[src/rtl/tempsense_sar_ctrl_if.sv]
// Purpose  : bundles the tempsense_sar_ctrl control, sensor and result signals.
// Latency  : none, wiring only.
// Backpress: none; results are strobed, not handshaken.
//
// Ports (controller view, modport master):
//   i_start, i_continuous : conversion request and auto-restart enable
//   i_temp_delay          : delay-cell output from the tempsense core
//   o_dac_data/o_dac_en/o_precharge_n : drive to the tempsense core
//   o_result/o_valid/o_busy           : result, one-cycle strobe, activity flag
// The slave modport is the sequencer/sensor side. N_VDAC must match the
// controller's N_VDAC.
interface tempsense_sar_ctrl_if #(
    parameter int N_VDAC = 6
);
    logic              i_start;
    logic              i_continuous;
    logic              i_temp_delay;
    logic [N_VDAC-1:0] o_dac_data;
    logic              o_dac_en;
    logic              o_precharge_n;
    logic [N_VDAC-1:0] o_result;
    logic              o_valid;
    logic              o_busy;

    modport master (
        input  i_start,
        input  i_continuous,
        input  i_temp_delay,
        output o_dac_data,
        output o_dac_en,
        output o_precharge_n,
        output o_result,
        output o_valid,
        output o_busy
    );

    modport slave (
        output i_start,
        output i_continuous,
        output i_temp_delay,
        input  o_dac_data,
        input  o_dac_en,
        input  o_precharge_n,
        input  o_result,
        input  o_valid,
        input  o_busy
    );
endinterface

[src/rtl/tempsense_sar_ctrl.sv]
// Purpose  : successive-approximation controller for the tempsense delay cell.
// Latency  : 4*N_VDAC cycles per conversion; result strobed the cycle after the last evaluate.
// Backpress: none; i_start is only honoured in IDLE, results cannot be stalled.
//
// Ports:
//   clk    : sensor clock, all state changes on its rising edge
//   reset  : asynchronous, active-high
//   io_sar : tempsense_sar_ctrl_if.master (start/continuous/delay in,
//            DAC drive, result, valid strobe and busy out)
// Optional feature: define TEMPSENSE_AVG_EN to average 2^N_AVG conversions
// per result; without it every conversion produces a result and no
// accumulator or conversion counter exists.
module tempsense_sar_ctrl #(
    parameter int N_VDAC = 6,
    parameter int N_AVG  = 2
) (
    input  logic                 clk,
    input  logic                 reset,
    tempsense_sar_ctrl_if.master io_sar
);

    localparam int BW = $clog2(N_VDAC);

    typedef enum logic [2:0] {
        S_IDLE,
        S_PRECHARGE,
        S_TRANSITION,
        S_MEASURE,
        S_EVALUATE
    } state_t;

    state_t            r_state;
    logic [BW-1:0]     r_bit;
    logic [N_VDAC-1:0] r_sar;
    logic [N_VDAC-1:0] r_dac_data;
    logic              r_dac_en;
    logic              r_precharge_n;
    logic [N_VDAC-1:0] r_result;
    logic              r_valid;
    logic              r_busy;

    logic [N_VDAC-1:0] w_trial;
    logic [N_VDAC-1:0] w_sar_next;
    logic              w_conv_end;
    logic              w_last_conv;
    logic [N_VDAC-1:0] w_result_next;

    // Trial code for the bit under test; sar has that bit still cleared.
    assign w_trial    = r_sar | (N_VDAC'(1) << r_bit);
    // A slow delay cell (1) means the trial code overshot: keep the bit clear.
    assign w_sar_next = io_sar.i_temp_delay ? r_sar : w_trial;
    assign w_conv_end = (r_state == S_EVALUATE) && (r_bit == '0);

`ifdef TEMPSENSE_AVG_EN
    localparam int CW = (N_AVG > 0) ? N_AVG : 1;
    localparam int AW = N_VDAC + N_AVG;

    logic [CW-1:0] r_conv;
    logic [AW-1:0] r_acc;
    logic [AW-1:0] w_acc_sum;

    // AW bits hold 2^N_AVG full-scale codes exactly, so the sum cannot wrap.
    assign w_acc_sum     = r_acc + AW'(w_sar_next);
    assign w_last_conv   = (r_conv == CW'((1 << N_AVG) - 1));
    assign w_result_next = N_VDAC'(w_acc_sum >> N_AVG);

    always_ff @(posedge clk or posedge reset) begin
        if (reset) begin
            r_conv <= '0;
            r_acc  <= '0;
        end else if (w_conv_end) begin
            if (w_last_conv) begin
                r_conv <= '0;
                r_acc  <= '0;
            end else begin
                r_conv <= r_conv + 1'b1;
                r_acc  <= w_acc_sum;
            end
        end
    end
`else
    assign w_last_conv   = 1'b1;
    assign w_result_next = w_sar_next;
`endif

    // Outputs are registered alongside the state so every control line
    // comes straight from a flop.
    always_ff @(posedge clk or posedge reset) begin
        if (reset) begin
            r_state       <= S_IDLE;
            r_bit         <= '0;
            r_sar         <= '0;
            r_dac_data    <= '1;
            r_dac_en      <= 1'b0;
            r_precharge_n <= 1'b0;
            r_result      <= '0;
            r_valid       <= 1'b0;
            r_busy        <= 1'b0;
        end else begin
            r_valid <= 1'b0;
            case (r_state)
                S_IDLE: begin
                    if (io_sar.i_start) begin
                        r_state       <= S_PRECHARGE;
                        r_bit         <= BW'(N_VDAC - 1);
                        r_sar         <= '0;
                        r_dac_en      <= 1'b1;
                        r_dac_data    <= '1;
                        r_precharge_n <= 1'b0;
                        r_busy        <= 1'b1;
                    end
                end
                S_PRECHARGE: begin
                    r_state       <= S_TRANSITION;
                    r_dac_data    <= '0;
                    r_precharge_n <= 1'b1;
                end
                S_TRANSITION: begin
                    r_state    <= S_MEASURE;
                    r_dac_data <= w_trial;
                end
                S_MEASURE: begin
                    r_state <= S_EVALUATE;
                end
                S_EVALUATE: begin
                    if (r_bit != '0) begin
                        r_sar         <= w_sar_next;
                        r_bit         <= r_bit - 1'b1;
                        r_state       <= S_PRECHARGE;
                        r_dac_data    <= '1;
                        r_precharge_n <= 1'b0;
                    end else begin
                        r_sar <= '0;
                        r_bit <= BW'(N_VDAC - 1);
                        if (w_last_conv) begin
                            r_result <= w_result_next;
                            r_valid  <= 1'b1;
                        end
                        // Intermediate averaging conversions always chain on;
                        // a result boundary restarts only in continuous mode.
                        if (!w_last_conv || io_sar.i_continuous) begin
                            r_state       <= S_PRECHARGE;
                            r_dac_data    <= '1;
                            r_precharge_n <= 1'b0;
                        end else begin
                            r_state       <= S_IDLE;
                            r_dac_en      <= 1'b0;
                            r_dac_data    <= '1;
                            r_precharge_n <= 1'b0;
                            r_busy        <= 1'b0;
                        end
                    end
                end
                default: begin
                    r_state <= S_IDLE;
                end
            endcase
        end
    end

    assign io_sar.o_dac_data    = r_dac_data;
    assign io_sar.o_dac_en      = r_dac_en;
    assign io_sar.o_precharge_n = r_precharge_n;
    assign io_sar.o_result      = r_result;
    assign io_sar.o_valid       = r_valid;
    assign io_sar.o_busy        = r_busy;

endmodule

[src/flat_wrapper.sv]
// flat-port wrapper written by rule: the top's interface ports become plain ports
module tempsense_sar_ctrl_flat 
#(
    parameter int N_VDAC = 6,
    parameter int N_AVG  = 2
)
  (clk, reset, io_sar_i_start, io_sar_i_continuous, io_sar_i_temp_delay, io_sar_o_dac_data, io_sar_o_dac_en, io_sar_o_precharge_n, io_sar_o_result, io_sar_o_valid, io_sar_o_busy);
  tempsense_sar_ctrl_if #(.N_VDAC(N_VDAC)) io_sar_i ();
  input  logic clk;
  input  logic reset;
  input wire logic [$bits(io_sar_i.i_start)-1:0] io_sar_i_start;
  input wire logic [$bits(io_sar_i.i_continuous)-1:0] io_sar_i_continuous;
  input wire logic [$bits(io_sar_i.i_temp_delay)-1:0] io_sar_i_temp_delay;
  output wire logic [$bits(io_sar_i.o_dac_data)-1:0] io_sar_o_dac_data;
  output wire logic [$bits(io_sar_i.o_dac_en)-1:0] io_sar_o_dac_en;
  output wire logic [$bits(io_sar_i.o_precharge_n)-1:0] io_sar_o_precharge_n;
  output wire logic [$bits(io_sar_i.o_result)-1:0] io_sar_o_result;
  output wire logic [$bits(io_sar_i.o_valid)-1:0] io_sar_o_valid;
  output wire logic [$bits(io_sar_i.o_busy)-1:0] io_sar_o_busy;
  assign io_sar_i.i_start = io_sar_i_start;
  assign io_sar_i.i_continuous = io_sar_i_continuous;
  assign io_sar_i.i_temp_delay = io_sar_i_temp_delay;
  assign io_sar_o_dac_data = io_sar_i.o_dac_data;
  assign io_sar_o_dac_en = io_sar_i.o_dac_en;
  assign io_sar_o_precharge_n = io_sar_i.o_precharge_n;
  assign io_sar_o_result = io_sar_i.o_result;
  assign io_sar_o_valid = io_sar_i.o_valid;
  assign io_sar_o_busy = io_sar_i.o_busy;
  tempsense_sar_ctrl #(.N_VDAC(N_VDAC), .N_AVG(N_AVG)) u_core (.clk(clk), .reset(reset), .io_sar(io_sar_i));
endmodule
[config.mk]
export PLATFORM = sky130hd
export DESIGN_NAME = tempsense_sar_ctrl_flat
export DESIGN_NICKNAME = d
export VERILOG_FILES = /design/src/rtl/tempsense_sar_ctrl_if.sv /design/src/rtl/tempsense_sar_ctrl.sv /design/src/flat_wrapper.sv
export SDC_FILE = /design/constraint.sdc
export NUM_CORES = 1
export LEC_CHECK = 0
export CAP_MARGIN = 20
export CORE_MARGIN = 3
export CORE_UTILIZATION = 40
export DETAILED_ROUTE_END_ITERATION = 16
export PLACE_DENSITY = 0.68
export SYNTH_ARGS = -nofsm -noshare
export SYNTH_HDL_FRONTEND = slang
export SYNTH_SLANG_ARGS = --single-unit
[constraint.sdc]
create_clock -name clk -period 1.45 [get_ports clk]
set_input_delay 0.29 -clock clk [delete_from_list [all_inputs] [get_ports clk]]
set_output_delay 0.29 -clock clk [all_outputs]
set_load 0.05 [all_outputs]
==> impl_metrics.prom, run 1 <==
# TYPE chip_impl_metric gauge
chip_impl_metric{name="synthMuxAreaShare",unit=""} 0.00810
chip_impl_metric{name="synthAdderAreaFrac",unit=""} 0
chip_impl_info{name="worstReg2RegStart",value="u_core.r_bit[0]$_DFFE_PP0P_"} 1
chip_impl_metric{name="finalWirelength",unit="µm"} 2790
chip_impl_metric{name="num_vias",unit=""} 1015
chip_impl_info{name="rsz_0062_raised_after_global_routing",value="false"} 1
chip_impl_metric{name="finalSetupViolations",unit=""} 0
chip_impl_metric{name="drv_slew",unit=""} 0
chip_impl_metric{name="maxCapViolCount",unit=""} 0
chip_impl_metric{name="dpl.hpwl",unit="µm"} 2000
chip_impl_info{name="run_status",value="completed"} 1
chip_impl_info{name="min-delay-path-class",value="in -> async"} 1
chip_impl_metric{name="layout.cells.non_filler",unit=""} 176
chip_impl_metric{name="p_int",unit="W"} 0.00198
chip_impl_metric{name="ys_warn_count",unit=""} 0
chip_impl_metric{name="n_fill_cell",unit=""} 242
chip_impl_metric{name="rr_worst_depth",unit=""} 4
chip_impl_metric{name="route.antenna.remaining_nets",unit=""} 0
chip_impl_metric{name="dieWidth",unit="µm"} 61.6
chip_impl_metric{name="pwr_density_cell",unit="nW/µm²"} 2080
chip_impl_metric{name="numClockSinks",unit=""} 27
chip_impl_metric{name="power.switching_fraction",unit=""} 0.434
chip_impl_info{name="kind_of_capture_point_of_the_worst_setup_path",value="flip-flop"} 1
chip_impl_metric{name="sw_power",unit="W"} 0.00152
chip_impl_metric{name="post_cts_hold_buffer_count",unit=""} 0
chip_impl_metric{name="synth-simple-area-share",unit=""} 0.143
chip_impl_metric{name="antennaDiodeCount",unit=""} 0
chip_impl_metric{name="seq_area",unit="µm²"} 683
chip_impl_metric{name="num_io_pins",unit=""} 21
chip_impl_metric{name="max_freq",unit="MHz"} 731
chip_impl_metric{name="synth-xor-area-share",unit=""} 0
chip_impl_metric{name="synth_compound_area_frac",unit=""} 0.225
chip_impl_metric{name="die_height",unit="µm"} 61.6
chip_impl_metric{name="synthesis.nets",unit=""} 124
chip_impl_metric{name="cts_max_level",unit=""} 1
chip_impl_metric{name="skew",unit="ns"} 0.00186
chip_impl_metric{name="final_hold_violation_count",unit=""} 0
chip_impl_metric{name="clock_tree_buffer_depth",unit=""} 2
chip_impl_metric{name="cellLeakagePower",unit="nW"} 0.705
chip_impl_metric{name="vias_per_std_cell",unit=""} 5.77
chip_impl_metric{name="final_period_minus_worst_setup_slack",unit="ns"} 1.37
chip_impl_metric{name="design_power_total",unit="W"} 0.00350
chip_impl_metric{name="post-synth-top-area-fraction",unit=""} 0.425
chip_impl_metric{name="initial_core_util",unit=""} 0.433
chip_impl_metric{name="nNetsFinal",unit=""} 151
chip_impl_metric{name="routabilityCongestion",unit=""} 0.862
chip_impl_metric{name="port-buffer-count",unit=""} 20
chip_impl_metric{name="grt_overflow",unit=""} 0
chip_impl_metric{name="utilization",unit=""} 0.589
chip_impl_metric{name="largest_net_degree_at_the_start_of_global_routing",unit=""} 28
chip_impl_metric{name="area_delta_synth_final",unit="%"} 36.0
chip_impl_info{name="start_kind",value="flip-flop"} 1
chip_impl_metric{name="critical_path_required",unit="ns"} 1.66
chip_impl_metric{name="post_synth_inst_count",unit=""} 119
chip_impl_metric{name="synth_area_per_cell",unit="µm²"} 10.4
chip_impl_info{name="cts_tree",value="yes"} 1
chip_impl_metric{name="logic_pwr_share",unit=""} 0.546
chip_impl_info{name="worst-setup-path-type",value="reg -> reg"} 1
chip_impl_metric{name="postSynthRegisterBits",unit=""} 27
chip_impl_metric{name="cts_inserted_buffers",unit=""} 3
chip_impl_metric{name="worst_pin_slew",unit="ns"} 0.343
chip_impl_metric{name="hold_slack",unit="ns"} 0.319
chip_impl_metric{name="insertion_delay",unit="ns"} 0.32
chip_impl_metric{name="min_period_over_period",unit=""} 0.944
chip_impl_info{name="worstSetupStartpoint",value="u_core.r_bit[0]$_DFFE_PP0P_"} 1
chip_impl_metric{name="dpl.cell_count",unit=""} 170
chip_impl_metric{name="worst_slack",unit="ns"} 0.0819
chip_impl_info{name="synth_top_family_by_area",value="compound AO/OA/AOI/OAI gates"} 1
chip_impl_metric{name="post-route-drc-count",unit=""} 0
chip_impl_metric{name="p_clk_frac",unit=""} 0.091
chip_impl_info{name="synth.area.top_cells",value="sky130_fd_sc_hd__dfrtp_1 (43%), sky130_fd_sc_hd__dfstp_2 (13%), sky130_fd_sc_hd__a21oi_1 (11%)"} 1
chip_impl_metric{name="first_global_vias",unit=""} 964
chip_impl_metric{name="netlist-cell-type-count",unit=""} 32
chip_impl_metric{name="preCtsSetupSlack",unit="ns"} -0.0605
chip_impl_metric{name="placementRows",unit=""} 19
chip_impl_metric{name="multi_input_area",unit="µm²"} 468
chip_impl_info{name="yosys.area.top_type",value="sky130_fd_sc_hd__dfrtp_1"} 1
chip_impl_metric{name="first_pass_iters",unit=""} 4
chip_impl_metric{name="seq_power_share",unit=""} 0.363
chip_impl_metric{name="antenna_found_initial",unit=""} 0
chip_impl_metric{name="peakVddDrop",unit="µV"} 1060
chip_impl_metric{name="synth_seq_area_share",unit=""} 0.553
chip_impl_metric{name="slew_headroom",unit=""} 0.771
chip_impl_metric{name="worst_ep_arrival",unit="ns"} 1.58
chip_impl_metric{name="critical_path_peak_fanout",unit=""} 5
chip_impl_metric{name="worst_setup_hold_path_clk_slew",unit="ns"} 0.14
chip_impl_metric{name="synth_area",unit="µm²"} 1240
chip_impl_info{name="clock_tree.root_cell",value="sky130_fd_sc_hd__clkbuf_4"} 1
chip_impl_metric{name="global_route.usage.total",unit=""} 0.165
chip_impl_metric{name="grt_pass1_wl",unit="µm"} 4570
chip_impl_metric{name="drtIter0Drc",unit=""} 74
chip_impl_metric{name="core-area",unit="µm²"} 2850
chip_impl_metric{name="routedWlPerCell",unit="µm"} 15.8
chip_impl_metric{name="drive_gt1_frac",unit=""} 0.297
chip_impl_metric{name="die_area",unit="µm²"} 3790
[kinds of logic (layout without fill, tap and decap cells)]
group,after synthesis,count (layout)
AO/OA/AOI/OAI,47,47
AND/OR/NAND/NOR,28,28
flip-flops,27,27
buffers and inverters,16,42
multiplexers,1,1
[placed cells by master, fill, tap and decap left out, drive strengths merged]
master         count
o22ai              7
nand2              3
or2                2
and3               1
mux2i              1
o21ai              3
a32o               1
dfrtp             21
dfstp              6
nor2               8
o211ai             1
a31oi              3
clkdlybuf4s50      4
a21oi             26
or3                1
nor3               4
nand3b             1
a2111oi            1
nor2b              2
nand4b             1
clkbuf             4
inv                8
a22o               2
nor3b              1
a41oi              1
nand3              4
buf               26
o2bb2ai            2
[worst paths after layout]
check                                                           to  slack (ns)
max                          u_core.io_sar.o_result[4]$_DFFE_PP0P_        0.08
min                                u_core.io_sar.o_valid$_DFF_PP0_        0.32
max reg2reg                  u_core.io_sar.o_result[4]$_DFFE_PP0P_        0.08
min reg2reg                            u_core.r_sar[0]$_DFFE_PP0P_        0.54
max in group asynchronous  u_core.io_sar.o_dac_data[1]$_DFFE_PP1P_        0.83
min in group clk                       u_core.r_sar[0]$_DFFE_PP0P_        0.54
[critical path, cell delays in order (launching register included)]
cell and delay [ns]:
sky130_fd_sc_hd__dfrtp_1 0.41, sky130_fd_sc_hd__or3_4 0.42, sky130_fd_sc_hd__nor3_4 0.19, sky130_fd_sc_hd__buf_4 0.16, sky130_fd_sc_hd__o21ai_0 0.08
[power by group through the flow]
stage | registers [W] | logic, W | clock network [W]
global route | 0.00130 | 0.00205 | 0.000369
detailed placement | 0.00127 | 0.00189 | 0
global placement | 0.00127 | 0.00186 | 0
CTS | 0.00126 | 0.00190 | 0.000334
finish | 0.00127 | 0.00191 | 0.000317
floorplan | 0.00156 | 0.000893 | 0
[sequential cells by signal, indices dropped and copies added, names as in the netlist]
name	flops
u_core.io_sar.o_result	6
u_core.r_bit	3
u_core.r_sar	6
u_core.r_state	3
u_core.io_sar.o_precharge_n	1
u_core.io_sar.o_valid	1
u_core.io_sar.o_busy	1
u_core.io_sar.o_dac_data	6
[what timing repair did]
item	in CTS	in global routing
setup endpoints to repair	0	13
gates resized for setup	0	2
buffers inserted	0	2
[synth_stat cells]
cell type	number
sky130_fd_sc_hd__or2_4	1
sky130_fd_sc_hd__a2111oi_0	1
sky130_fd_sc_hd__nor3b_2	1
sky130_fd_sc_hd__a31oi_1	3
sky130_fd_sc_hd__buf_2	2
sky130_fd_sc_hd__dfrtp_1	21
sky130_fd_sc_hd__and3_4	1
sky130_fd_sc_hd__nand2_1	3
sky130_fd_sc_hd__inv_1	8
sky130_fd_sc_hd__nor2b_1	2
sky130_fd_sc_hd__o22ai_1	7
sky130_fd_sc_hd__o2bb2ai_1	2
sky130_fd_sc_hd__a32o_1	1
sky130_fd_sc_hd__nor2_1	8
sky130_fd_sc_hd__or3_4	1
sky130_fd_sc_hd__o211ai_1	1
sky130_fd_sc_hd__clkbuf_1	2
sky130_fd_sc_hd__dfstp_2	6
sky130_fd_sc_hd__nand3b_1	1
sky130_fd_sc_hd__buf_6	3
sky130_fd_sc_hd__or2_2	1
sky130_fd_sc_hd__a41oi_1	1
sky130_fd_sc_hd__o21ai_0	3
sky130_fd_sc_hd__mux2i_1	1
sky130_fd_sc_hd__nand3_1	4
sky130_fd_sc_hd__a22o_1	2
sky130_fd_sc_hd__nand4b_1	1
sky130_fd_sc_hd__a21oi_1	26
sky130_fd_sc_hd__buf_4	1
sky130_fd_sc_hd__nor3_1	2
sky130_fd_sc_hd__nor3_4	1
sky130_fd_sc_hd__nor3_2	1
[final cells by class]
cell class,instances,share of cell area
Clock buffer,4,0.0156
Inverter,8,0.0179
Multi-Input combinational cell,76,0.278
Sequential cell,27,0.406
Tap cell,31,0.0231
Timing Repair Buffer,30,0.259
[stage by stage]
step | TNS (ns) | instance area, µm²
detailed placement | -0.0842 | 1640
global placement | -0.00171 | 1640
CTS | 0 | 1660
finish | 0 | 1680
global route | 0 | 1680
floorplan | 0 | 1240
[metal layers]
metal / up-vias / routed length (µm) / GRT usage
met5: - / 0 / 0
met2: 37 / 1450 / 0.250
met4: 0 / 14 / 0.0667
met3: 2 / 134 / 0.0314
li1: 481 / - / -
met1: 495 / 1190 / 0.231
(Power assumes the default switching activity.)
==> run 2: changes to the inputs <==
- CORE_ASPECT_RATIO: not set -> 1.1
- HOLD_SLACK_MARGIN: not set -> 0.12
- SKIP_CTS_REPAIR_TIMING: not set -> 1
==> impl_metrics.prom, run 2 (synthesized netlist as in run 1, its figures left out) <==
# TYPE chip_impl_metric gauge
chip_impl_metric{name="num_io_pins",unit=""} 21
chip_impl_info{name="clock_tree.root_cell",value="sky130_fd_sc_hd__clkbuf_4"} 1
chip_impl_info{name="start_kind",value="flip-flop"} 1
chip_impl_metric{name="die_area",unit="µm²"} 3790
chip_impl_metric{name="final_hold_violation_count",unit=""} 0
chip_impl_metric{name="cts_inserted_buffers",unit=""} 3
chip_impl_metric{name="drtIter0Drc",unit=""} 31
chip_impl_metric{name="seq_area",unit="µm²"} 683
chip_impl_metric{name="final_period_minus_worst_setup_slack",unit="ns"} 1.38
chip_impl_metric{name="min_period_over_period",unit=""} 0.954
chip_impl_metric{name="slew_headroom",unit=""} 0.733
chip_impl_metric{name="antennaDiodeCount",unit=""} 0
chip_impl_metric{name="grt_overflow",unit=""} 0
chip_impl_metric{name="power.switching_fraction",unit=""} 0.439
chip_impl_metric{name="p_int",unit="W"} 0.00198
chip_impl_metric{name="nNetsFinal",unit=""} 151
chip_impl_metric{name="routedWlPerCell",unit="µm"} 15.7
chip_impl_metric{name="worst_pin_slew",unit="ns"} 0.399
chip_impl_metric{name="num_vias",unit=""} 1000
chip_impl_metric{name="finalSetupTns",unit="ns"} 0
chip_impl_metric{name="p_clk_frac",unit=""} 0.096
chip_impl_metric{name="drive_gt1_frac",unit=""} 0.310
chip_impl_metric{name="layout.cells.non_filler",unit=""} 178
chip_impl_metric{name="insertion_delay",unit="ns"} 0.34
chip_impl_metric{name="antenna_found_initial",unit=""} 0
chip_impl_metric{name="numClockSinks",unit=""} 27
chip_impl_info{name="worst-setup-path-type",value="reg -> reg"} 1
chip_impl_metric{name="pwr_density_cell",unit="nW/µm²"} 2080
chip_impl_metric{name="placementRows",unit=""} 20
chip_impl_metric{name="route.antenna.remaining_nets",unit=""} 0
chip_impl_metric{name="routabilityCongestion",unit=""} 0.838
chip_impl_metric{name="finalSetupViolations",unit=""} 0
chip_impl_metric{name="cellLeakagePower",unit="nW"} 0.713
chip_impl_metric{name="max_freq",unit="MHz"} 723
chip_impl_metric{name="cts_max_level",unit=""} 1
chip_impl_metric{name="port-buffer-count",unit=""} 20
chip_impl_metric{name="seq_power_share",unit=""} 0.360
chip_impl_metric{name="dieWidth",unit="µm"} 59.0
chip_impl_metric{name="vias_per_std_cell",unit=""} 5.62
chip_impl_metric{name="sw_power",unit="W"} 0.00155
chip_impl_metric{name="core-area",unit="µm²"} 2850
chip_impl_metric{name="maxCapViolCount",unit=""} 0
chip_impl_metric{name="grt_pass1_wl",unit="µm"} 4700
chip_impl_metric{name="drv_slew",unit=""} 0
chip_impl_metric{name="dpl.cell_count",unit=""} 172
chip_impl_metric{name="worst_ep_arrival",unit="ns"} 1.66
chip_impl_metric{name="logic_pwr_share",unit=""} 0.544
chip_impl_info{name="commonest_cells_after_routing_fill_and_taps_aside",value="sky130_fd_sc_hd__a21oi_1 (26), sky130_fd_sc_hd__dfrtp_1 (21), sky130_fd_sc_hd__buf_12 (17)"} 1
chip_impl_metric{name="critical_path_peak_fanout",unit=""} 9
chip_impl_metric{name="n_fill_cell",unit=""} 248
chip_impl_metric{name="first_pass_iters",unit=""} 4
chip_impl_info{name="worstReg2RegStart",value="u_core.r_state[2]$_DFFE_PP0P_"} 1
chip_impl_info{name="rsz_0062_raised_after_global_routing",value="false"} 1
chip_impl_metric{name="design_power_total",unit="W"} 0.00353
chip_impl_info{name="min-delay-path-class",value="in -> async"} 1
chip_impl_metric{name="dpl.hpwl",unit="µm"} 2000
chip_impl_metric{name="utilization",unit=""} 0.596
chip_impl_metric{name="multi_input_area",unit="µm²"} 470
chip_impl_metric{name="post-route-drc-count",unit=""} 0
chip_impl_metric{name="peakVddDrop",unit="µV"} 1390
chip_impl_info{name="run_status",value="completed"} 1
chip_impl_metric{name="critical_path_required",unit="ns"} 1.72
chip_impl_metric{name="worst_setup_hold_path_clk_slew",unit="ns"} 0.15
chip_impl_metric{name="initial_core_util",unit=""} 0.433
chip_impl_metric{name="clock_tree_buffer_depth",unit=""} 2
chip_impl_info{name="cts_tree",value="yes"} 1
chip_impl_info{name="kind_of_capture_point_of_the_worst_setup_path",value="flip-flop"} 1
chip_impl_metric{name="finalWirelength",unit="µm"} 2800
chip_impl_metric{name="largest_net_degree_at_the_start_of_global_routing",unit=""} 28
chip_impl_metric{name="area_delta_synth_final",unit="%"} 37.6
chip_impl_metric{name="first_global_vias",unit=""} 1026
chip_impl_info{name="final_common_cell",value="sky130_fd_sc_hd__a21oi_1"} 1
chip_impl_metric{name="skew",unit="ns"} 0.00607
chip_impl_metric{name="global_route.usage.total",unit=""} 0.159
chip_impl_info{name="worstSetupStartpoint",value="u_core.r_state[2]$_DFFE_PP0P_"} 1
chip_impl_metric{name="die_height",unit="µm"} 64.3
==> run 2: final timing paths <==
check	to	slack (ns)	cells after the start
worst max-delay path	u_core.r_sar[4]$_DFFE_PP0P_	0.07	4
worst min-delay path	u_core.io_sar.o_busy$_DFFE_PP0P_	0.25	3
worst max register to register	u_core.r_sar[4]$_DFFE_PP0P_	0.07	4
worst min register to register	u_core.r_sar[5]$_DFFE_PP0P_	0.54	1
max in group asynchronous	u_core.io_sar.o_dac_data[3]$_DFFE_PP1P_	0.96	3
min in group clk	u_core.r_sar[5]$_DFFE_PP0P_	0.54	1
==> run 2: critical path: stages, from the launching register on <==
cell and delay, ns:
sky130_fd_sc_hd__dfrtp_1 0.51, sky130_fd_sc_hd__nor3b_2 0.32, sky130_fd_sc_hd__buf_4 0.22, sky130_fd_sc_hd__a41oi_1 0.12, sky130_fd_sc_hd__a21oi_1 0.14
==> run 2: cell type report <==
cell class,instances,share of cell area
Sequential cell,27,0.402
Multi-Input combinational cell,76,0.277
Timing Repair Buffer,30,0.263
Tap cell,33,0.0243
Inverter,8,0.0177
Clock buffer,3,0.0132
Clock inverter,1,0.00294
==> run 2: power by group through the flow <==
| stage | logic [W] | clock network [W] | registers [W] |
|---|---|---|---|
| after floorplan | 0.000893 | 0 | 0.00156 |
| after global placement | 0.00186 | 0 | 0.00127 |
| after detailed placement | 0.00190 | 0 | 0.00128 |
| after CTS | 0.00191 | 0.000351 | 0.00126 |
| after global routing | 0.00204 | 0.000380 | 0.00131 |
| final | 0.00192 | 0.000340 | 0.00127 |
==> run 2: layer usage <==
layer | track usage | routed length (µm) | vias to the layer above
met2 | 0.239 | 1340 | 20
met1 | 0.221 | 1290 | 494
met3 | 0.0485 | 125 | 4
li1 | - | - | 482
met4 | 0.0425 | 40 | 0
met5 | 0 | 0 | -
==> run 2: stage by stage <==
| stage | setup WS [ns] | hold WS (ns) | area [µm²] |
|---|---|---|---|
| after floorplan | 0.139 | 0.338 | 1240 |
| after CTS | 0.0598 | 0.257 | 1680 |
| final | 0.0663 | 0.252 | 1700 |
| after detailed placement | -0.0349 | 0.507 | 1650 |
| after global routing | 0.00678 | 0.266 | 1700 |
| after global placement | -0.0191 | 0.500 | 1650 |
==> run 3: changes to the inputs <==
- ABC_AREA: not set -> 0
- CORE_MARGIN: 3 -> 1
==> impl_metrics.prom, run 3 (synthesized netlist as in run 1, its figures left out) <==
# TYPE chip_impl_metric gauge
chip_impl_info{name="cts_tree",value="yes"} 1
chip_impl_metric{name="initial_core_util",unit=""} 0.433
chip_impl_metric{name="grt_pass1_wl",unit="µm"} 4180
chip_impl_metric{name="max_freq",unit="MHz"} 743
chip_impl_metric{name="cts_max_level",unit=""} 1
chip_impl_metric{name="grt_overflow",unit=""} 0
chip_impl_metric{name="seq_power_share",unit=""} 0.365
chip_impl_metric{name="preCtsSetupSlack",unit="ns"} -0.0263
chip_impl_metric{name="area_delta_synth_final",unit="%"} 36.6
chip_impl_info{name="worst-setup-path-type",value="reg -> reg"} 1
chip_impl_info{name="start_kind",value="flip-flop"} 1
chip_impl_metric{name="core-area",unit="µm²"} 2850
chip_impl_metric{name="route.antenna.remaining_nets",unit=""} 0
chip_impl_info{name="critical_path.reg2reg.endpoint",value="u_core.r_bit[2]$_DFFE_PP0P_"} 1
chip_impl_metric{name="drv_slew",unit=""} 0
chip_impl_metric{name="pwr_density_cell",unit="nW/µm²"} 2050
chip_impl_metric{name="multi_input_area",unit="µm²"} 467
chip_impl_metric{name="buf_inv_on_cp",unit=""} 0
chip_impl_metric{name="final_hold_violation_count",unit=""} 0
chip_impl_metric{name="dpl.hpwl",unit="µm"} 1870
chip_impl_metric{name="numClockSinks",unit=""} 27
chip_impl_metric{name="first_pass_iters",unit=""} 4
chip_impl_info{name="kind_of_capture_point_of_the_worst_setup_path",value="flip-flop"} 1
chip_impl_info{name="min-delay-path-class",value="in -> async"} 1
chip_impl_metric{name="port-buffer-count",unit=""} 20
chip_impl_metric{name="drive_gt1_frac",unit=""} 0.299
chip_impl_metric{name="clock_tree_buffer_depth",unit=""} 2
chip_impl_metric{name="seq_area",unit="µm²"} 683
chip_impl_metric{name="critical_path_peak_fanout",unit=""} 8
chip_impl_metric{name="die_area",unit="µm²"} 3320
chip_impl_info{name="clock_tree.root_cell",value="sky130_fd_sc_hd__clkbuf_4"} 1
chip_impl_metric{name="n_fill_cell",unit=""} 233
chip_impl_metric{name="finalWirelength",unit="µm"} 2550
chip_impl_info{name="worstReg2RegStart",value="u_core.r_state[1]$_DFFE_PP0P_"} 1
chip_impl_info{name="rsz_0062_raised_after_global_routing",value="true"} 1
chip_impl_metric{name="routabilityCongestion",unit=""} 0.829
chip_impl_metric{name="cellLeakagePower",unit="nW"} 0.707
chip_impl_metric{name="critical_path_required",unit="ns"} 1.68
chip_impl_metric{name="peakVddDrop",unit="µV"} 1320
chip_impl_metric{name="worst_ep_arrival",unit="ns"} 1.57
chip_impl_metric{name="min_period_over_period",unit=""} 0.928
chip_impl_metric{name="dieWidth",unit="µm"} 55.0
chip_impl_metric{name="num_io_pins",unit=""} 21
chip_impl_metric{name="nNetsFinal",unit=""} 150
chip_impl_metric{name="drtIter0Drc",unit=""} 46
chip_impl_metric{name="num_vias",unit=""} 1000
chip_impl_metric{name="post-route-drc-count",unit=""} 0
chip_impl_metric{name="finalSetupTns",unit="ns"} 0
chip_impl_info{name="path_delay_family",value="simple AND/OR/NAND/NOR gates"} 1
chip_impl_metric{name="skew",unit="ns"} 0.00582
chip_impl_metric{name="p_int",unit="W"} 0.00198
chip_impl_metric{name="sw_power",unit="W"} 0.00149
chip_impl_metric{name="final_period_minus_worst_setup_slack",unit="ns"} 1.35
chip_impl_metric{name="maxCapViolCount",unit=""} 0
chip_impl_info{name="critical_path_cell_by_cell",value="nor3b_2 > nand2_1 > a22o_1"} 1
chip_impl_metric{name="worst_setup_hold_path_clk_slew",unit="ns"} 0.14
chip_impl_metric{name="power.switching_fraction",unit=""} 0.429
chip_impl_metric{name="insertion_delay",unit="ns"} 0.32
chip_impl_metric{name="logic_pwr_share",unit=""} 0.544
chip_impl_info{name="run_status",value="completed"} 1
chip_impl_metric{name="largest_net_degree_at_the_start_of_global_routing",unit=""} 28
chip_impl_metric{name="global_route.usage.total",unit=""} 0.178
chip_impl_info{name="final_common_cell",value="sky130_fd_sc_hd__a21oi_1"} 1
chip_impl_metric{name="worst_pin_slew",unit="ns"} 0.345
chip_impl_metric{name="reg2reg_setup_slack",unit="ns"} 0.10
chip_impl_metric{name="die_height",unit="µm"} 60.3
chip_impl_metric{name="p_clk_frac",unit=""} 0.090
chip_impl_metric{name="antenna_found_initial",unit=""} 0
chip_impl_metric{name="antennaDiodeCount",unit=""} 0
chip_impl_metric{name="routedWlPerCell",unit="µm"} 14.4
chip_impl_metric{name="finalSetupViolations",unit=""} 0
chip_impl_metric{name="worst_slack",unit="ns"} 0.105
chip_impl_metric{name="placementRows",unit=""} 20
chip_impl_metric{name="maximum_cell_stage_delay_along_the_critical_path",unit="ns"} 0.49
chip_impl_info{name="critical-path-slowest-cell",value="sky130_fd_sc_hd__dfrtp_1"} 1
chip_impl_metric{name="first_global_vias",unit=""} 982
chip_impl_metric{name="vias_per_std_cell",unit=""} 5.65
chip_impl_info{name="commonest_cells_after_routing_fill_and_taps_aside",value="sky130_fd_sc_hd__a21oi_1 (26), sky130_fd_sc_hd__dfrtp_1 (21), sky130_fd_sc_hd__buf_12 (17)"} 1
chip_impl_metric{name="rr_worst_depth",unit=""} 3
chip_impl_metric{name="cts_inserted_buffers",unit=""} 3
chip_impl_metric{name="slew_headroom",unit=""} 0.764
[run 3: cell count changes in the layout (fill, tap and decap cells not counted)]
cell / before / now
sky130_fd_sc_hd__a2111oi_0: 0 / 1
sky130_fd_sc_hd__a2111oi_1: 1 / 0
sky130_fd_sc_hd__buf_4: 9 / 8
sky130_fd_sc_hd__nand2_1: 2 / 3
sky130_fd_sc_hd__nand2_2: 1 / 0
[run 3: final cells by class]
cell class | instances | area share
sequential | 27 | 0.404
multi-input combinational | 76 | 0.276
timing repair buffer | 29 | 0.261
tap | 33 | 0.0244
inverter | 8 | 0.0178
clock buffer | 3 | 0.0133
clock inverter | 1 | 0.00296
[run 3: how the worst max path moves through the flow]
| stage | start | cells past startpoint | end |
|---|---|---|---|
| floorplan | u_core.r_bit[0]$_DFFE_PP0P_ | 4 | u_core.io_sar.o_result[0]$_DFFE_PP0P_ |
| global placement | io_sar_i_start | 4 | u_core.io_sar.o_dac_data[4]$_DFFE_PP1P_ |
| detailed placement | io_sar_i_start | 4 | u_core.io_sar.o_dac_data[3]$_DFFE_PP1P_ |
| CTS | u_core.r_state[1]$_DFFE_PP0P_ | 3 | u_core.io_sar.o_result[4]$_DFFE_PP0P_ |
| global route | u_core.r_state[1]$_DFFE_PP0P_ | 3 | u_core.r_bit[2]$_DFFE_PP0P_ |
| finish | u_core.r_state[1]$_DFFE_PP0P_ | 3 | u_core.r_bit[2]$_DFFE_PP0P_ |
[run 3: tightest hold or removal path: cells and delay by family]
kind | cells | cell delay (ns)
buf+inv | 3 | 0.68
[run 3: power by group through the flow]
stage               Clock [W]  Sequential [W]  Combinational (W)
floorplan                   0         0.00156           0.000893
global placement            0         0.00127            0.00186
detailed placement          0         0.00127            0.00189
CTS                  0.000332         0.00126            0.00189
global route         0.000356         0.00129            0.00201
finish               0.000312         0.00127            0.00189
[run 3: metrics by stage]
step                      total power [W]  hold WS (ns)  cell area (µm²)  utilization  std cells
after global placement            0.00313         0.500             1650        0.579        172
after detailed placement          0.00316         0.510             1650        0.579        172
after floorplan                   0.00245         0.338             1240            -        119
after global routing              0.00366         0.293             1690        0.592        177
after CTS                         0.00348         0.272             1680        0.589        176
final                             0.00346         0.278             1690        0.592        177
[run 3: layer usage]
layer / share of wire / vias to the layer above / global-route usage
met4: 0.020 / 0 / 0.111
met3: 0.057 / 6 / 0.0305
met2: 0.50 / 41 / 0.263
li1: - / 480 / -
met5: 0 / - / 0
met1: 0.43 / 473 / 0.238
